<file path="src/rtl/exe_muldiv_ctrl_if.sv">
// Request/response bundle between the EX stage, the mul/div units and
// the mul/div sequencer.
`ifndef ALUCTL_WIDTH
`define ALUCTL_WIDTH 5
`endif

interface exe_muldiv_ctrl_if #(
    parameter int DATA_W = 32,
    parameter int CTL_W  = `ALUCTL_WIDTH
);
    logic              I_valid;
    logic [CTL_W-1:0]  I_alu_ctrl;
    logic              I_flush;
    logic              I_mul_ready;
    logic              I_div_ready;
    logic [DATA_W-1:0] I_alu_result;
    logic              O_mul_start;
    logic              O_div_start;
    logic              O_signed_div;
    logic              O_annul;
    logic              O_stall;
    logic [DATA_W-1:0] O_result;
    logic              O_result_valid;
    logic              O_timeout;

    modport master (
        output I_valid, I_alu_ctrl, I_flush,
        output I_mul_ready, I_div_ready, I_alu_result,
        input  O_mul_start, O_div_start, O_signed_div,
        input  O_annul, O_stall, O_result,
        input  O_result_valid, O_timeout
    );

    modport slave (
        input  I_valid, I_alu_ctrl, I_flush,
        input  I_mul_ready, I_div_ready, I_alu_result,
        output O_mul_start, O_div_start, O_signed_div,
        output O_annul, O_stall, O_result,
        output O_result_valid, O_timeout
    );
endinterface

</file>
<file path="src/rtl/exe_muldiv_ctrl.sv">
// EX-stage mul/div sequencer: start, stall, annul and result capture.
// Optional busy watchdog is built when MULDIV_TIMEOUT_EN is defined.
`ifndef ALUCTL_WIDTH
`define ALUCTL_WIDTH 5
`endif

module exe_muldiv_ctrl #(
    parameter int DATA_W         = 32,
    parameter int CTL_W          = `ALUCTL_WIDTH,
    parameter int TIMEOUT_CYCLES = 64
) (
    input logic              clk,
    input logic              rst,
    exe_muldiv_ctrl_if.slave bus
);
    localparam logic [CTL_W-1:0] ALU_MUL    = CTL_W'(5'h10);
    localparam logic [CTL_W-1:0] ALU_MULH   = CTL_W'(5'h11);
    localparam logic [CTL_W-1:0] ALU_MULHSU = CTL_W'(5'h12);
    localparam logic [CTL_W-1:0] ALU_MULHU  = CTL_W'(5'h13);
    localparam logic [CTL_W-1:0] ALU_DIV    = CTL_W'(5'h14);
    localparam logic [CTL_W-1:0] ALU_DIVU   = CTL_W'(5'h15);
    localparam logic [CTL_W-1:0] ALU_REM    = CTL_W'(5'h16);
    localparam logic [CTL_W-1:0] ALU_REMU   = CTL_W'(5'h17);

    typedef enum logic [1:0] {
        IDLE,
        MUL_BUSY,
        DIV_BUSY,
        DONE
    } state_t;

    state_t            state;
    state_t            state_nxt;
    logic [DATA_W-1:0] result_q;
    logic [DATA_W-1:0] result_nxt;
    logic              signed_q;
    logic              is_mul;
    logic              is_div;
    logic              is_sdiv;
    logic              launch;
    logic              busy;
    logic              ready;
    logic              tmo_hit;
    logic              mul_start;
    logic              div_start;
    logic              signed_div;
    logic              annul;
    logic              stall;
    logic              result_valid;
    logic              tmo_fire;

    always_comb begin
        is_mul  = 1'b0;
        is_div  = 1'b0;
        is_sdiv = 1'b0;
        unique case (1'b1)
            bus.I_alu_ctrl inside {ALU_MUL, ALU_MULH,
                                   ALU_MULHSU, ALU_MULHU}:
                is_mul = 1'b1;
            bus.I_alu_ctrl inside {ALU_DIV, ALU_REM}: begin
                is_div  = 1'b1;
                is_sdiv = 1'b1;
            end
            bus.I_alu_ctrl inside {ALU_DIVU, ALU_REMU}:
                is_div = 1'b1;
            default: ;
        endcase
    end

    // rst gates the launch so every output reads 0 while reset is held
    assign launch = rst && bus.I_valid && (is_mul || is_div)
                    && !bus.I_flush;
    assign busy   = (state == MUL_BUSY) || (state == DIV_BUSY);
    assign ready  = (state == MUL_BUSY) ? bus.I_mul_ready
                                        : bus.I_div_ready;

`ifdef MULDIV_TIMEOUT_EN
    localparam int CNT_W = $clog2(TIMEOUT_CYCLES + 1);

    logic [CNT_W-1:0] cnt;

    always_ff @(posedge clk or negedge rst) begin
        if (!rst) begin
            cnt <= '0;
        end else if (state == IDLE && launch) begin
            cnt <= '0;
        end else if (busy) begin
            cnt <= cnt + CNT_W'(1);
        end
    end

    // fires in the busy cycle that brings the count to TIMEOUT_CYCLES
    assign tmo_hit = busy
                     && (cnt + CNT_W'(1) == CNT_W'(TIMEOUT_CYCLES));
`else
    logic unused_cfg;

    assign unused_cfg = ^TIMEOUT_CYCLES;
    assign tmo_hit    = 1'b0;
`endif

    always_comb begin
        state_nxt    = state;
        result_nxt   = result_q;
        mul_start    = 1'b0;
        div_start    = 1'b0;
        signed_div   = 1'b0;
        annul        = 1'b0;
        stall        = 1'b0;
        result_valid = 1'b0;
        tmo_fire     = 1'b0;
        unique case (state)
            IDLE: begin
                if (launch) begin
                    state_nxt  = is_mul ? MUL_BUSY : DIV_BUSY;
                    stall      = 1'b1;
                    signed_div = is_sdiv;
                end
            end
            MUL_BUSY, DIV_BUSY: begin
                signed_div = signed_q;
                if (bus.I_flush) begin
                    annul     = (state == DIV_BUSY);
                    state_nxt = IDLE;
                end else begin
                    mul_start = (state == MUL_BUSY);
                    div_start = (state == DIV_BUSY);
                    stall     = 1'b1;
                    if (ready) begin
                        result_nxt = bus.I_alu_result;
                        state_nxt  = DONE;
                    end else if (tmo_hit) begin
                        annul      = 1'b1;
                        tmo_fire   = 1'b1;
                        result_nxt = '1;
                        state_nxt  = DONE;
                    end
                end
            end
            DONE: begin
                result_valid = 1'b1;
                state_nxt    = IDLE;
            end
            default: state_nxt = IDLE;
        endcase
    end

    always_ff @(posedge clk or negedge rst) begin
        if (!rst) begin
            state    <= IDLE;
            result_q <= '0;
            signed_q <= 1'b0;
        end else begin
            state    <= state_nxt;
            result_q <= result_nxt;
            if (state == IDLE && launch) begin
                signed_q <= is_sdiv;
            end
        end
    end

    assign bus.O_mul_start    = mul_start;
    assign bus.O_div_start    = div_start;
    assign bus.O_signed_div   = signed_div;
    assign bus.O_annul        = annul;
    assign bus.O_stall        = stall;
    assign bus.O_result       = result_q;
    assign bus.O_result_valid = result_valid;
    assign bus.O_timeout      = tmo_fire;
endmodule

</file>
<file path="src/flat_wrapper.sv">
// flat-port wrapper written by rule: the top's interface ports become plain ports
module exe_muldiv_ctrl_flat 
#(
    parameter int DATA_W         = 32,
    parameter int CTL_W          = `ALUCTL_WIDTH,
    parameter int TIMEOUT_CYCLES = 64
)
  (clk, rst, bus_I_valid, bus_I_alu_ctrl, bus_I_flush, bus_I_mul_ready, bus_I_div_ready, bus_I_alu_result, bus_O_mul_start, bus_O_div_start, bus_O_signed_div, bus_O_annul, bus_O_stall, bus_O_result, bus_O_result_valid, bus_O_timeout);
  exe_muldiv_ctrl_if #(.DATA_W(DATA_W), .CTL_W(CTL_W)) bus_i ();
  input logic clk;
  input logic rst;
  input wire logic [$bits(bus_i.I_valid)-1:0] bus_I_valid;
  input wire logic [$bits(bus_i.I_alu_ctrl)-1:0] bus_I_alu_ctrl;
  input wire logic [$bits(bus_i.I_flush)-1:0] bus_I_flush;
  input wire logic [$bits(bus_i.I_mul_ready)-1:0] bus_I_mul_ready;
  input wire logic [$bits(bus_i.I_div_ready)-1:0] bus_I_div_ready;
  input wire logic [$bits(bus_i.I_alu_result)-1:0] bus_I_alu_result;
  output wire logic [$bits(bus_i.O_mul_start)-1:0] bus_O_mul_start;
  output wire logic [$bits(bus_i.O_div_start)-1:0] bus_O_div_start;
  output wire logic [$bits(bus_i.O_signed_div)-1:0] bus_O_signed_div;
  output wire logic [$bits(bus_i.O_annul)-1:0] bus_O_annul;
  output wire logic [$bits(bus_i.O_stall)-1:0] bus_O_stall;
  output wire logic [$bits(bus_i.O_result)-1:0] bus_O_result;
  output wire logic [$bits(bus_i.O_result_valid)-1:0] bus_O_result_valid;
  output wire logic [$bits(bus_i.O_timeout)-1:0] bus_O_timeout;
  assign bus_i.I_valid = bus_I_valid;
  assign bus_i.I_alu_ctrl = bus_I_alu_ctrl;
  assign bus_i.I_flush = bus_I_flush;
  assign bus_i.I_mul_ready = bus_I_mul_ready;
  assign bus_i.I_div_ready = bus_I_div_ready;
  assign bus_i.I_alu_result = bus_I_alu_result;
  assign bus_O_mul_start = bus_i.O_mul_start;
  assign bus_O_div_start = bus_i.O_div_start;
  assign bus_O_signed_div = bus_i.O_signed_div;
  assign bus_O_annul = bus_i.O_annul;
  assign bus_O_stall = bus_i.O_stall;
  assign bus_O_result = bus_i.O_result;
  assign bus_O_result_valid = bus_i.O_result_valid;
  assign bus_O_timeout = bus_i.O_timeout;
  exe_muldiv_ctrl #(.DATA_W(DATA_W), .CTL_W(CTL_W), .TIMEOUT_CYCLES(TIMEOUT_CYCLES)) u_core (.clk(clk), .rst(rst), .bus(bus_i));
endmodule
</file>
<file path="config.mk">
export PLATFORM = sky130hd
export DESIGN_NAME = exe_muldiv_ctrl_flat
export DESIGN_NICKNAME = d
export VERILOG_FILES = /design/src/rtl/exe_muldiv_ctrl_if.sv /design/src/rtl/exe_muldiv_ctrl.sv /design/src/flat_wrapper.sv
export SDC_FILE = /design/constraint.sdc
export NUM_CORES = 1
export LEC_CHECK = 0
export BUFFER_PORTS_ARGS = -buffer_cell sky130_fd_sc_hd__buf_2
export CAP_MARGIN = 20
export CORE_ASPECT_RATIO = 0.75
export CORE_MARGIN = 2
export CORE_UTILIZATION = 45
export DETAILED_ROUTE_END_ITERATION = 10
export HOLD_SLACK_MARGIN = 0.02
export PLACE_DENSITY_LB_ADDON = 0.1
export RECOVER_POWER = 50
export SETUP_SLACK_MARGIN = 0.02
export SLEW_MARGIN = 20
export SYNTH_ARGS = -nofsm -noshare
export SYNTH_HDL_FRONTEND = slang
export SYNTH_SLANG_ARGS = --single-unit
export TNS_END_PERCENT = 50
</file>
<file path="constraint.sdc">
create_clock -name clk -period 2.43 [get_ports clk]
set_clock_uncertainty 0.2 [all_clocks]
set_input_delay 0.243 -clock clk [delete_from_list [all_inputs] [get_ports clk]]
set_output_delay 0.243 -clock clk [all_outputs]
set_load 0.005 [all_outputs]
</file>
==> results.sh <==
export IMPL_ys_types=25
export IMPL_fin_crit_sh=0.9260
export IMPL_switchingPower_mw=0.8475
export IMPL_swShare=0.2836
export IMPL_wl_um=3584
export IMPL_critical_path_arrival_ns=2.21
export IMPL_cts_buffers=5
export IMPL_fp_dieH_um=56.84
export IMPL_grt_max_degree=36
export IMPL_worst_slew_pin_slew_ns=0.8462
export IMPL_grtUsageMet2=0.2920
export IMPL_core_um2=3613
export IMPL_start_util=0.4636
export IMPL_antenna_found_initial=0
export IMPL_p_clk_frac=0.203
export IMPL_rsz0062_at_grt="false"
export IMPL_areaGrowthSynthToFinish_pct=51.83
export IMPL_vias_per_cell=4.487
export IMPL_gp_congestion=0.7299
export IMPL_use_met3=0.05206
export IMPL_relSlewSlack=0.4359
export IMPL_synthCells=105
export IMPL_startpoint_type="flop"
export IMPL_critPathKind="reg -> reg"
export IMPL_clk_transition_reported_paths_ns=0.07
export IMPL_hold_viol_final=0
export IMPL_grt_pass1_vias=1211
export IMPL_ys_ff_latch=35
export IMPL_ioPinCount=82
export IMPL_whs_ns=0.1765
export IMPL_cts_tree="built"
export IMPL_drcViolationCount=0
export IMPL_intPower_mw=2.141
export IMPL_firstDrtPassIters=2
export IMPL_cts_sinks=35
export IMPL_use_met1=0.2258
export IMPL_p_seq_frac=0.352
export IMPL_required_ns=2.39
export IMPL_vias=1234
export IMPL_pre_cts_ws_ns=0.1873
export IMPL_ys_warn_count=0
export IMPL_cap_violations=0
export IMPL_globalRouteOverflowTotal=0
export IMPL_clockBufferDepth=2
export IMPL_async_flop_share=1.000
export IMPL_clkLatencyLatePin_ns=0.28
export IMPL_fin_setup_tns_ns=0
export IMPL_htreeDepth=2
export IMPL_drive_gt1_frac=0.5291
export IMPL_avgRoutedWirePerCell_um=13.03
export IMPL_dieArea_um2=4232
export IMPL_layout_common_cells="buf_2, dfrtp_1, dlygate4sd3_1"
export IMPL_holdCritPathClass="in -> reg"
export IMPL_io_buffers=79
export IMPL_synth_flop_cell="dfrtp_1"
export IMPL_synth_seq_area_share=0.5228
export IMPL_final_antenna_net_count=0
export IMPL_num_rows=19
export IMPL_busiest_layer="met2"
export IMPL_syn_nets=153
export IMPL_p_total_mw=2.988
export IMPL_setup_viol_count_final=0
export IMPL_diodes=0
export IMPL_post_cts_setup_buffers=0
export IMPL_grt_use_total=0.1769
export IMPL_hpwl_um=2378
export IMPL_fmax_mhz=444.4
export IMPL_syn_avg_cell_area_um2=15.96
export IMPL_combPwrFrac=0.445
export IMPL_synth_area_um2=1675
export IMPL_drt_iter0_markers=50
export IMPL_synth_edf_count=0
export IMPL_path_max_fanout=8
export IMPL_cts_hold_buffers=33
export IMPL_cts_resized=0
export IMPL_leakage_nw=1.275
export IMPL_die_x_um=74.46
export IMPL_drv_slew=0
export IMPL_final_common_cell="buf_2"
export IMPL_grt_pass1_wl_um=5623
export IMPL_status="completed"
export IMPL_cts_root_buf="clkbuf_8"
export IMPL_power_density_nw_per_um2=1175
export IMPL_peakVddDrop_mv=0.7031
export IMPL_setup_slack_ns=0.1799
export IMPL_period_needed_ns=2.250
export IMPL_final_net_count=270
export IMPL_critPathCaptureType="flop"
[final cells by class]
class	instances	area (µm²)
Multi-Input combinational cell	62	709.4
Tap cell	52	65.06
Fill cell	285	1070
Clock buffer	6	72.57
Timing Repair Buffer	115	749.5
Sequential cell	35	875.8
Inverter	3	11.26
Clock inverter	2	60.06
[sequential cells by signal (all words and copies together) (netlist names)]
name	count
u_core.signed_q	1
u_core.state	2
u_core.bus.O_result	32
[path summary, 6_finish.rpt]
kind	from	slack [ns]	depth (start not counted)	end
min in group asynchronous	rst	0.58	3	u_core.bus.O_result[29]
max in group asynchronous	rst	0.92	3	u_core.bus.O_result[5]
max	u_core.state[0]	0.18	6	u_core.bus.O_result[6]
min reg2reg	u_core.bus.O_result[16]	0.31	1	u_core.bus.O_result[16]
min	bus_I_alu_ctrl[0]	0.18	3	u_core.signed_q
max reg2reg	u_core.state[0]	0.18	6	u_core.bus.O_result[6]
[cells by family (layout without fill, tap and decap cells)]
family	Yosys count	after routing	share of synthesized area
buf+inv	8	126	0.05377
fa+ha+maj	5	5	0.03734
other cells	1	1	0.002238
compound gates	8	8	0.03510
simple gates	14	14	0.05078
flops	35	35	0.5228
mux	34	34	0.2980
[metrics by stage]
stage / util / area, µm² / std cells
finish: 0.7039 / 2544 / 275
global route: 0.7039 / 2544 / 275
CTS: 0.7071 / 2555 / 275
detailed placement: 0.5789 / 2092 / 234
global placement: 0.5789 / 2092 / 234
floorplan: - / 1675 / 105
[power groups by stage]
stage               clock, mW  sequential [mW]  combinational [mW]
floorplan                   0             1.07               0.877
global placement            0             1.04                1.28
detailed placement          0             1.05                1.30
CTS                     0.626             1.05                1.36
global route            0.648             1.08                1.44
finish                  0.607             1.05                1.33
[synth_stat cells, types with 2 or more instances]
library cell,number,area (µm²)
buf_12,3,60.06
a21oi_1,2,10.01
nor2b_1,2,12.51
mux2_2,3,33.78
dfrtp_1,35,875.8
mux2_4,31,465.5
nor2_1,4,15.01
ha_1,5,62.56
nand2_1,2,7.510
inv_1,3,11.26
[worst max-delay path: stages (launching register included)]
cell and delay (ns):
dfrtp_1 0.41, inv_1 0.10, ha_1 0.30, or2b_4 0.30
nor2b_4 0.24, buf_4 0.25, mux2_4 0.32
[layer usage]
layer,up-vias,wire (µm),part of all wire
li1,596,-,-
met1,590,1535,0.43
met2,43,1781,0.50
met3,5,235,0.066
met4,0,31,0.0086
met5,-,0,0
(Power assumes the default switching activity.)
